[src/rtl/store_buffer.sv]
// ---------------------------------------------------------------------------
// store_buffer
//
// Post-commit store buffer sitting between the cache stage and the data-cache
// write port. Committed stores are queued in FIFO order and drained into the
// cache whenever the write port accepts the head entry. Every cycle the load
// address from the tag-lookup stage is compared against all queued stores and
// the youngest overlapping store is used for forwarding.
//
// Build option:
//   SB_FORWARD_EN  defined   -> full store-to-load forwarding.
//                  undefined -> no forwarding; any overlap raises ld_partial_o
//                               so the load waits until the store drains.
//
// Ports:
//   clk_i, rst_i           clock, synchronous active-high reset
//   kill_i, stall_core_i   block the enqueue request of the current cycle
//   st_valid_i/addr/data/byte   committed store request (byte data in [7:0])
//   ld_valid_i/addr/byte        load lookup request
//   ld_hit_o, ld_data_o         forwarding result (data 0 when no hit)
//   ld_partial_o                overlap that cannot be forwarded
//   drain_valid_o/addr/data/byte  head entry offered to the cache
//   drain_ready_i                 cache write port accepts the head
//   full_o, empty_o               occupancy flags
// ---------------------------------------------------------------------------
module store_buffer #(
  parameter int DEPTH  = 4,
  parameter int ADDR_W = 20,
  parameter int DATA_W = 32
) (
  input  logic              clk_i,
  input  logic              rst_i,
  input  logic              kill_i,
  input  logic              stall_core_i,
  input  logic              st_valid_i,
  input  logic [ADDR_W-1:0] st_addr_i,
  input  logic [DATA_W-1:0] st_data_i,
  input  logic              st_byte_i,
  input  logic              ld_valid_i,
  input  logic [ADDR_W-1:0] ld_addr_i,
  input  logic              ld_byte_i,
  output logic              ld_hit_o,
  output logic [DATA_W-1:0] ld_data_o,
  output logic              ld_partial_o,
  output logic              drain_valid_o,
  output logic [ADDR_W-1:0] drain_addr_o,
  output logic [DATA_W-1:0] drain_data_o,
  output logic              drain_byte_o,
  input  logic              drain_ready_i,
  output logic              full_o,
  output logic              empty_o
);

  localparam int PW = $clog2(DEPTH);

  logic [PW-1:0]     wp;
  logic [PW-1:0]     rp;
  logic [PW:0]       count;

  logic [ADDR_W-1:0] addr_mem [DEPTH];
  logic [DATA_W-1:0] data_mem [DEPTH];
  logic [DEPTH-1:0]  byte_mem;

  logic              push;
  logic              pop;

  // -------------------------------------------------------------------------
  // Occupancy and handshake
  // -------------------------------------------------------------------------
  assign empty_o       = (count == '0);
  assign full_o        = (count == (PW+1)'(DEPTH));
  assign drain_valid_o = !empty_o;
  assign drain_addr_o  = addr_mem[rp];
  assign drain_data_o  = data_mem[rp];
  assign drain_byte_o  = byte_mem[rp];

  assign pop  = drain_valid_o && drain_ready_i;
  // A pop in the same cycle frees the slot, so a full buffer still accepts.
  assign push = st_valid_i && !kill_i && !stall_core_i && (!full_o || pop);

  // NOTE: sequential state uses non-blocking assignments so every register
  // samples pre-edge values regardless of block ordering.
  always_ff @(posedge clk_i) begin
    if (rst_i) begin
      wp    <= '0;
      rp    <= '0;
      count <= '0;
    end else begin
      if (push) wp <= wp + 1'b1;
      if (pop)  rp <= rp + 1'b1;
      case ({push, pop})
        2'b10:   count <= count + 1'b1;
        2'b01:   count <= count - 1'b1;
        default: count <= count;
      endcase
    end
  end

  // NOTE: entry storage has no reset; validity comes solely from rp/count,
  // so clearing the array would only cost reset fan-out.
  always_ff @(posedge clk_i) begin
    if (push && !rst_i) begin
      addr_mem[wp] <= st_addr_i;
      data_mem[wp] <= st_data_i;
      byte_mem[wp] <= st_byte_i;
    end
  end

  // -------------------------------------------------------------------------
  // Lookup: per-slot overlap, then pick the youngest valid overlapping slot
  // -------------------------------------------------------------------------
  logic [DEPTH-1:0] ovl;

  always_comb begin
    for (int j = 0; j < DEPTH; j++) begin
      ovl[j] = (addr_mem[j][ADDR_W-1:2] == ld_addr_i[ADDR_W-1:2]) &&
               (!byte_mem[j] || !ld_byte_i ||
                (addr_mem[j][1:0] == ld_addr_i[1:0]));
    end
  end

  logic found;

`ifdef SB_FORWARD_EN
  logic [PW-1:0]     sel;
  logic              sel_byte;
  logic [DATA_W-1:0] sel_data;
  logic              full_match;
  logic [DATA_W-1:0] fwd_data;

  // NOTE: every always_comb output gets a default first so no path leaves it
  // unassigned, which would otherwise infer a latch.
  always_comb begin
    found = 1'b0;
    sel   = '0;
    // Walk from oldest (age 0) to youngest; the last hit is the youngest.
    for (int i = 0; i < DEPTH; i++) begin
      if (((PW+1)'(i) < count) && ovl[rp + PW'(i)]) begin
        found = 1'b1;
        sel   = rp + PW'(i);
      end
    end
  end

  assign sel_byte = byte_mem[sel];
  assign sel_data = data_mem[sel];

  // A byte entry can only overlap a byte load at the same address, so a byte
  // load over a byte entry is always a full match.
  assign full_match = !sel_byte || ld_byte_i;

  always_comb begin
    fwd_data = '0;
    if (!sel_byte && !ld_byte_i)
      fwd_data = sel_data;
    else if (!sel_byte)
      fwd_data = DATA_W'(sel_data[8*ld_addr_i[1:0] +: 8]);
    else
      fwd_data = DATA_W'(sel_data[7:0]);
  end

  assign ld_hit_o     = ld_valid_i && found && full_match;
  assign ld_partial_o = ld_valid_i && found && !full_match;
  assign ld_data_o    = ld_hit_o ? fwd_data : '0;
`else
  always_comb begin
    found = 1'b0;
    for (int i = 0; i < DEPTH; i++) begin
      if (((PW+1)'(i) < count) && ovl[rp + PW'(i)]) found = 1'b1;
    end
  end

  assign ld_hit_o     = 1'b0;
  assign ld_partial_o = ld_valid_i && found;
  assign ld_data_o    = '0;
`endif

endmodule

[config.mk]
export PLATFORM = sky130hd
export DESIGN_NAME = store_buffer
export DESIGN_NICKNAME = d
export VERILOG_FILES = /design/src/rtl/store_buffer.sv
export SDC_FILE = /design/constraint.sdc
export NUM_CORES = 1
export LEC_CHECK = 0
export ABC_CLOCK_PERIOD_IN_PS = 4500
export CORE_UTILIZATION = 45
export DETAILED_ROUTE_END_ITERATION = 7
export PLACE_DENSITY = 0.7
export SLEW_MARGIN = 20
export SYNTH_ARGS = -nofsm -noshare
export SYNTH_HDL_FRONTEND = slang
export SYNTH_SLANG_ARGS = --single-unit
export TNS_END_PERCENT = 1
[constraint.sdc]
create_clock -name clk_i -period 4.5 [get_ports clk_i]
set_input_delay 0.9 -clock clk_i [delete_from_list [all_inputs] [get_ports clk_i]]
set_output_delay 0.9 -clock clk_i [all_outputs]
set_load 0.01 [all_outputs]
==> Yosys cells after proc, flatten, opt, wreduce, memory -nomap -nowiden <==
Memory sizes are Yosys's and may differ from the RTL's. A register that Yosys moved wholly into a read port is not among the register bits.
Cells that the tools add are included.
{ "totals": {"latch_bits": 0, "input_bits": 81, "word_cells": 93, "out_inout_bits": 90, "mem_count": 2, "ram_bits": 208, "regBits": 11, "romBits": 0} }
{ "memory_table": {"columns": ["name", "words", "word_bits", "rd", "rd_clocked_by_memory_dff", "write_ports", "line", "source"], "rows": [
  ["data_mem", 4, 32, 1, 1, 1, "61", "logic [DATA_W-1:0] data_mem [DEPTH];"],
  ["addr_mem", 4, 20, 5, 1, 1, "60", "logic [ADDR_W-1:0] addr_mem [DEPTH];"]
]} }
{ "classes": {"order_cmp": 10, "shifts": 0, "n_reduce_logical": 36, "div_mod_pow": 0, "eq_ne": 11, "bitwise": 0, "mul": 0, "mux": 24, "add_sub_neg": 6} }
{ "ops": {"columns": ["cell", "n"], "rows": [
  ["$eq A18 B18 Y1", 4],
  ["$logic_and A1 B1 Y1", 15],
  ["$lt A2 B3 Y1 const B", 5],
  ["$mux W1", 12],
  ["$bmux W1 S2", 5],
  ["$logic_not A1 Y1", 10],
  ["$logic_or A1 B1 Y1", 9],
  ["$eq A2 B2 Y1", 4],
  ["$mux W2", 4],
  ["$lt A1 B3 Y1 const A", 2],
  ["$lt A2 B3 Y1 const A", 2],
  ["$pmux W3 S2", 1],
  ["$add A2 B1 Y2 const B", 2],
  ["$add A2 B2 Y2 const B", 2],
  ["$bwmux W4", 1],
  ["$add A3 B1 Y3 const B", 1],
  ["$eq A3 B3 Y1 const B", 1],
  ["$logic_not A3 Y1", 1],
  ["$sub A3 B1 Y3 const B", 1],
  ["$demux W1 S2", 1],
  ["$eq A2 B1 Y1 const B", 1],
  ["$eq A2 B2 Y1 const B", 1],
  ["$ge A2 B1 Y1 const B", 1],
  ["$reduce_bool A2 Y1", 1]
]} }

==> Logic depth before layout (Yosys ltp) <==
{ "logic_depth": {"depth_word": 12, "ltp_mapped": 8, "ltp_nobuf": 8} }

==> Worst setup path after synthesis <==
No wires, ideal clock.
{ "synth_timing": {"path_kind": "input port to flip-flop", "from": "in stall_core_i", "to": "mem addr_mem[0][0] (enable)", "slack_ns": 1.450, "t_arrival_ns": 2.633, "t_required_ns": 4.084, "path_stages": 4, "setup_time_ns": 0.416, "path_cell_list": "nor2_1 -> o211ai_1 -> nor2_1 -> and2_1"} }
{ "synth_between": {"elab_chain_cells": 6} }
{ "synth_rtl": {"columns": ["element", "line", "source"], "rows": [
  ["start, declared", "34", "input logic stall_core_i,"],
  ["$logic_not A1 Y1", "79", "assign push = st_valid_i && !kill_i && !stall_core_i && (!full_o || pop);"],
  ["$logic_and A1 B1 Y1 (2 in a row)", "79", null],
  ["$logic_and A1 B1 Y1", "102", "if (push && !rst_i) begin"],
  ["$mux W1", "102", null],
  ["$mux W1 (not written as such)", "103", "addr_mem[wp] <= st_addr_i;"],
  ["end, declared", "60", null]
]} }
No other way between the ends.

==> Worst setup path after layout <==
{ "layout_timing": {"from": "in ld_addr_i[7]", "to": "out ld_partial_o"} }
{ "layout_between": {"elab_chain_cells": 10, "word_cells_on_any_way": 25, "classes_between": "4 x eq/ne; 12 x mux; 9 x reduce/logical"} }
{ "layout_rtl": {"columns": ["element", "line", "source"], "rows": [
  ["start, declared", "40", "input logic [ADDR_W-1:0] ld_addr_i,"],
  ["$eq A18 B18 Y1", "116", "ovl[j] = (addr_mem[j][ADDR_W-1:2] == ld_addr_i[ADDR_W-1:2]) &&"],
  ["$logic_and A1 B1 Y1", "116", null],
  ["$bmux W1 S2", "169", "if (((PW+1)'(i) < count) && ovl[rp + PW'(i)]) found = 1'b1;"],
  ["$mux W1 (not written as such)", "169", null],
  ["$logic_and A1 B1 Y1", "169", null],
  ["$mux W1 (3 in a row)", "169", null],
  ["$mux W1 (*)", "169", null],
  ["$logic_and A1 B1 Y1 (*)", "174", "assign ld_partial_o = ld_valid_i && found;"],
  ["end, declared", "44", "output logic ld_partial_o,"]
]} }
Every way passes the cells marked *; elsewhere a longest branch is shown, timed or not. The select of a mux whose other input is x is not followed.

==> results.yml <==
global_routing:
  grt_max_degree: 42
  grt_pass1_vias: 5294
  grt_pass1_wl_um: 29600
  grt_antenna_before_repair: 1
  track_usage_pct: 18.2
  gr-total-overflow: 0
critical_path:
  critPathMostFrequentCell: "clkdlybuf4s50_1"
  crit_chain: "clkdlybuf4s50_1, xor2_1, nor4_1, nand4_1, a2111oi_2, o41ai_1, nand2_1, clkdlybuf4s50_1"
  cp_max_fo: 4
  reg2reg_depth: 7
  cp.depth: 8
  crit_buf_inv: 2
  worstSetupPathType: "in -> out"
  crit_path_max_incr_delay_ps: 550
  worstPathRequired_ps: 3600
  crit_slowest_cell: "clkdlybuf4s50_1"
  worstSetupStartpoint: "ld_addr_i[7]"
  r2r_start: "count[0]$_SDFFE_PP0P_"
  critical-path-top-delay-family: "buffers and inverters"
  crit_arrival_ps: 3390
  crit_path_end_kind: "output pin"
  start_kind: "primary input"
clock_tree:
  postCtsSetupRepairBufs: 0
  cts_resized: 0
  cts_made_buffers: 23
  cts_tree: "done"
  clock_path_buffers: 3
  cts_sinks: 221
  root_buffer: "clkbuf_16"
  postCtsHoldBufs: 0
  clock_latency_ps: 500
  htree_num_levels: 1
  cts.reportedPaths.clkPinSlew_ps: 60
yosys:
  synth_seq_cells: 221
  synthSimpleGateAreaFrac_pct: 2.99
  synth_area_leader_cell: "edfxtp_1"
  syn_avg_cell_area_um2: 18.8
  synth_edf_count: 212
  ys_async_sr_fraction_pct: 0
  yosysUniqueCellTypes: 33
  yosysSeqAreaShare_pct: 69.8
  synth_ff_type: "edfxtp_1"
  synth_top_area_share_pct: 67.8
  synthXorXnorAreaFrac_pct: 7.93
  synth_fa_ha_area_share_pct: 1.20
  synth_warnings: 0
  synth_cells: 499
  synth-compound-area-share_pct: 1.61
  synthTopCellsByArea: "edfxtp_1 68%, mux4_2 13%, xor2_1 6.9%, buf_4 2.6%, dfxtp_1 1.9%"
  synth.area.mux_share_pct: 12.9
  synth_top_family_by_area: "multiplexers"
  syn_area_um2: 9390
power_and_ir_drop:
  p_leak_uw: 0.00384
  p_per_area_nw_per_um2: 458
  power_frac_comb_pct: 20.6
  p_int_uw: 4120
  peakVddDrop_mv: 0.345
  p_sw_uw: 1280
  switching_share_pct: 23.8
  seq_power_share_pct: 44.3
  pwr-share-clk_pct: 35.2
worst_hold_path:
  worstHoldStart: "count[2]$_SDFFE_PP0P_"
  hold_path_depth: 2
  hold_class: "reg -> reg"
floorplanning:
  die-area_um2: 21400
  die_h_um: 146
  coreArea_um2: 20400
  ioPinCount: 171
  rows: 52
  initial_core_util_pct: 46.1
  die_w_um: 146
drt:
  vias: 4918
  wire_per_inst_um: 20.2
  drc: 0
  drtIter0Drc: 221
  ant_nets: 0
  dr.pass1.iters: 4
  routed_via_density: 5.23
  drt-total-wl_um: 19000
timing:
  layout_setup_ws_ps: 211
  final_max_slew_viol_count: 0
  period_share_pct: 95.3
  fin_setup_tns_ps: 0
  skew_ps: 8.37
  max_slew_margin_pct: 50.1
  grt_setup_unrepaired: "no"
  finalCriticalPeriod_ps: 4290
  worstMarginPinSlew_ps: 749
  setup_violations: 0
  fmax_mhz: 233
  finalHoldViolCount: 0
place:
  placed_cell_area_um2: 11000
  place_inst: 898
  place_congestion: 0.865
  place_ws_ps: 181
  portBuffers: 137
  post-dp-hpwl_um: 12700
layout:
  fillers: 1552
  finalNonFillerCells: 940
  area_delta_synth_final_pct: 25.6
  final_common_cell: "edfxtp_1"
  n_antenna_cell: 0
  final_area_um2: 11800
  final_nets: 743
  drive_above_1_share_pct: 14.5
  final_cell_mix: "212 x edfxtp_1, 137 x clkdlybuf4s50_1, 74 x xor2_1"
flow_run:
  drv_cap: 0
status:
  run_status: "complete, no violations"
==> registers in the layout, indices dropped and copies added, names as in the netlist, named ones only <==
signal and cells:
data_mem 128, byte_mem 4, addr_mem 80, count 3, wp 2, rp 2
==> cell type report <==
type	instances	area, µm²	area share (%)
inverter	7	26.3	0.223
timing repair buffer	144	1490	12.6
clock inverter	13	160	1.36
tap	270	338	2.87
sequential	221	6550	55.6
clock buffer	29	598	5.07
multi-input combinational	256	2630	22.3
==> worst register-to-register path, stage by stage (launching register included) <==
cell      delay, ps
dfxtp_1         470
inv_1           120
ha_1            230
nand2_1          90
o211ai_1        220
nor2_1          240
and2_2          680
buf_12          320
==> stage by stage <==
stage / total power, µW / util, % / hold WS, ps
final: 5400 / 57.9 / 549
after global routing: 5620 / 57.9 / 582
after CTS: 5470 / 57.9 / 552
after detailed placement: 3560 / 54.2 / 542
after global placement: 3550 / 54.2 / 520
after floorplan: 3030 / - / 476
==> layer usage <==
| layer | track usage [%] | wire (µm) | share of wire, % | up-vias |
|---|---|---|---|---|
| li1 | - | - | - | 2209 |
| met1 | 23.2 | 7660 | 40 | 2478 |
| met2 | 31.8 | 9530 | 50 | 205 |
| met3 | 3.72 | 1500 | 7.9 | 24 |
| met4 | 4.64 | 314 | 1.7 | 2 |
| met5 | 0 | 13 | 0.068 | - |
==> logic make-up (layout without fill, tap and decap cells) <==
kind of cell | count (synthesis) | count (layout)
xor+xnor | 85 | 85
fa+ha+maj | 9 | 9
simple gates | 52 | 52
buf+inv | 54 | 193
other cells | 1 | 33
mux | 55 | 55
compound gates | 22 | 22
flops | 221 | 221
==> power groups by stage <==
| stage | clock network (µW) | logic [µW] | registers, µW |
|---|---|---|---|
| 3_5_place_dp | 0 | 1120 | 2440 |
| 2_1_floorplan | 0 | 682 | 2350 |
| 4_1_cts | 1940 | 1130 | 2400 |
| 5_1_grt | 2020 | 1190 | 2410 |
| 3_3_place_gp | 0 | 1110 | 2430 |
| 6_report | 1900 | 1110 | 2390 |
==> Yosys cell counts, types with 2 or more instances <==
master    number
a21oi_1        4
and2_1         5
buf_2          5
buf_4         33
clkbuf_1       9
dfxtp_1        9
edfxtp_1     212
ha_1           9
inv_1          7
mux2i_1        2
mux4_2        53
nand2_1        8
nand3_1        4
nand4_1        3
nor2_1         9
nor3_1         3
nor4_1        16
o211ai_1       5
o21ai_0        6
xnor2_1       11
xor2_1        74
==> worst paths after layout <==
path,endpoint,slack (ps)
setup reg to reg,data_mem[1][7]$_DFFE_PP_,1790
setup / recovery,ld_partial_o,210
hold / removal,count[2]$_SDFFE_PP0P_,550
hold reg to reg,count[2]$_SDFFE_PP0P_,550
No activity file was read; power rests on OpenSTA's default activity.
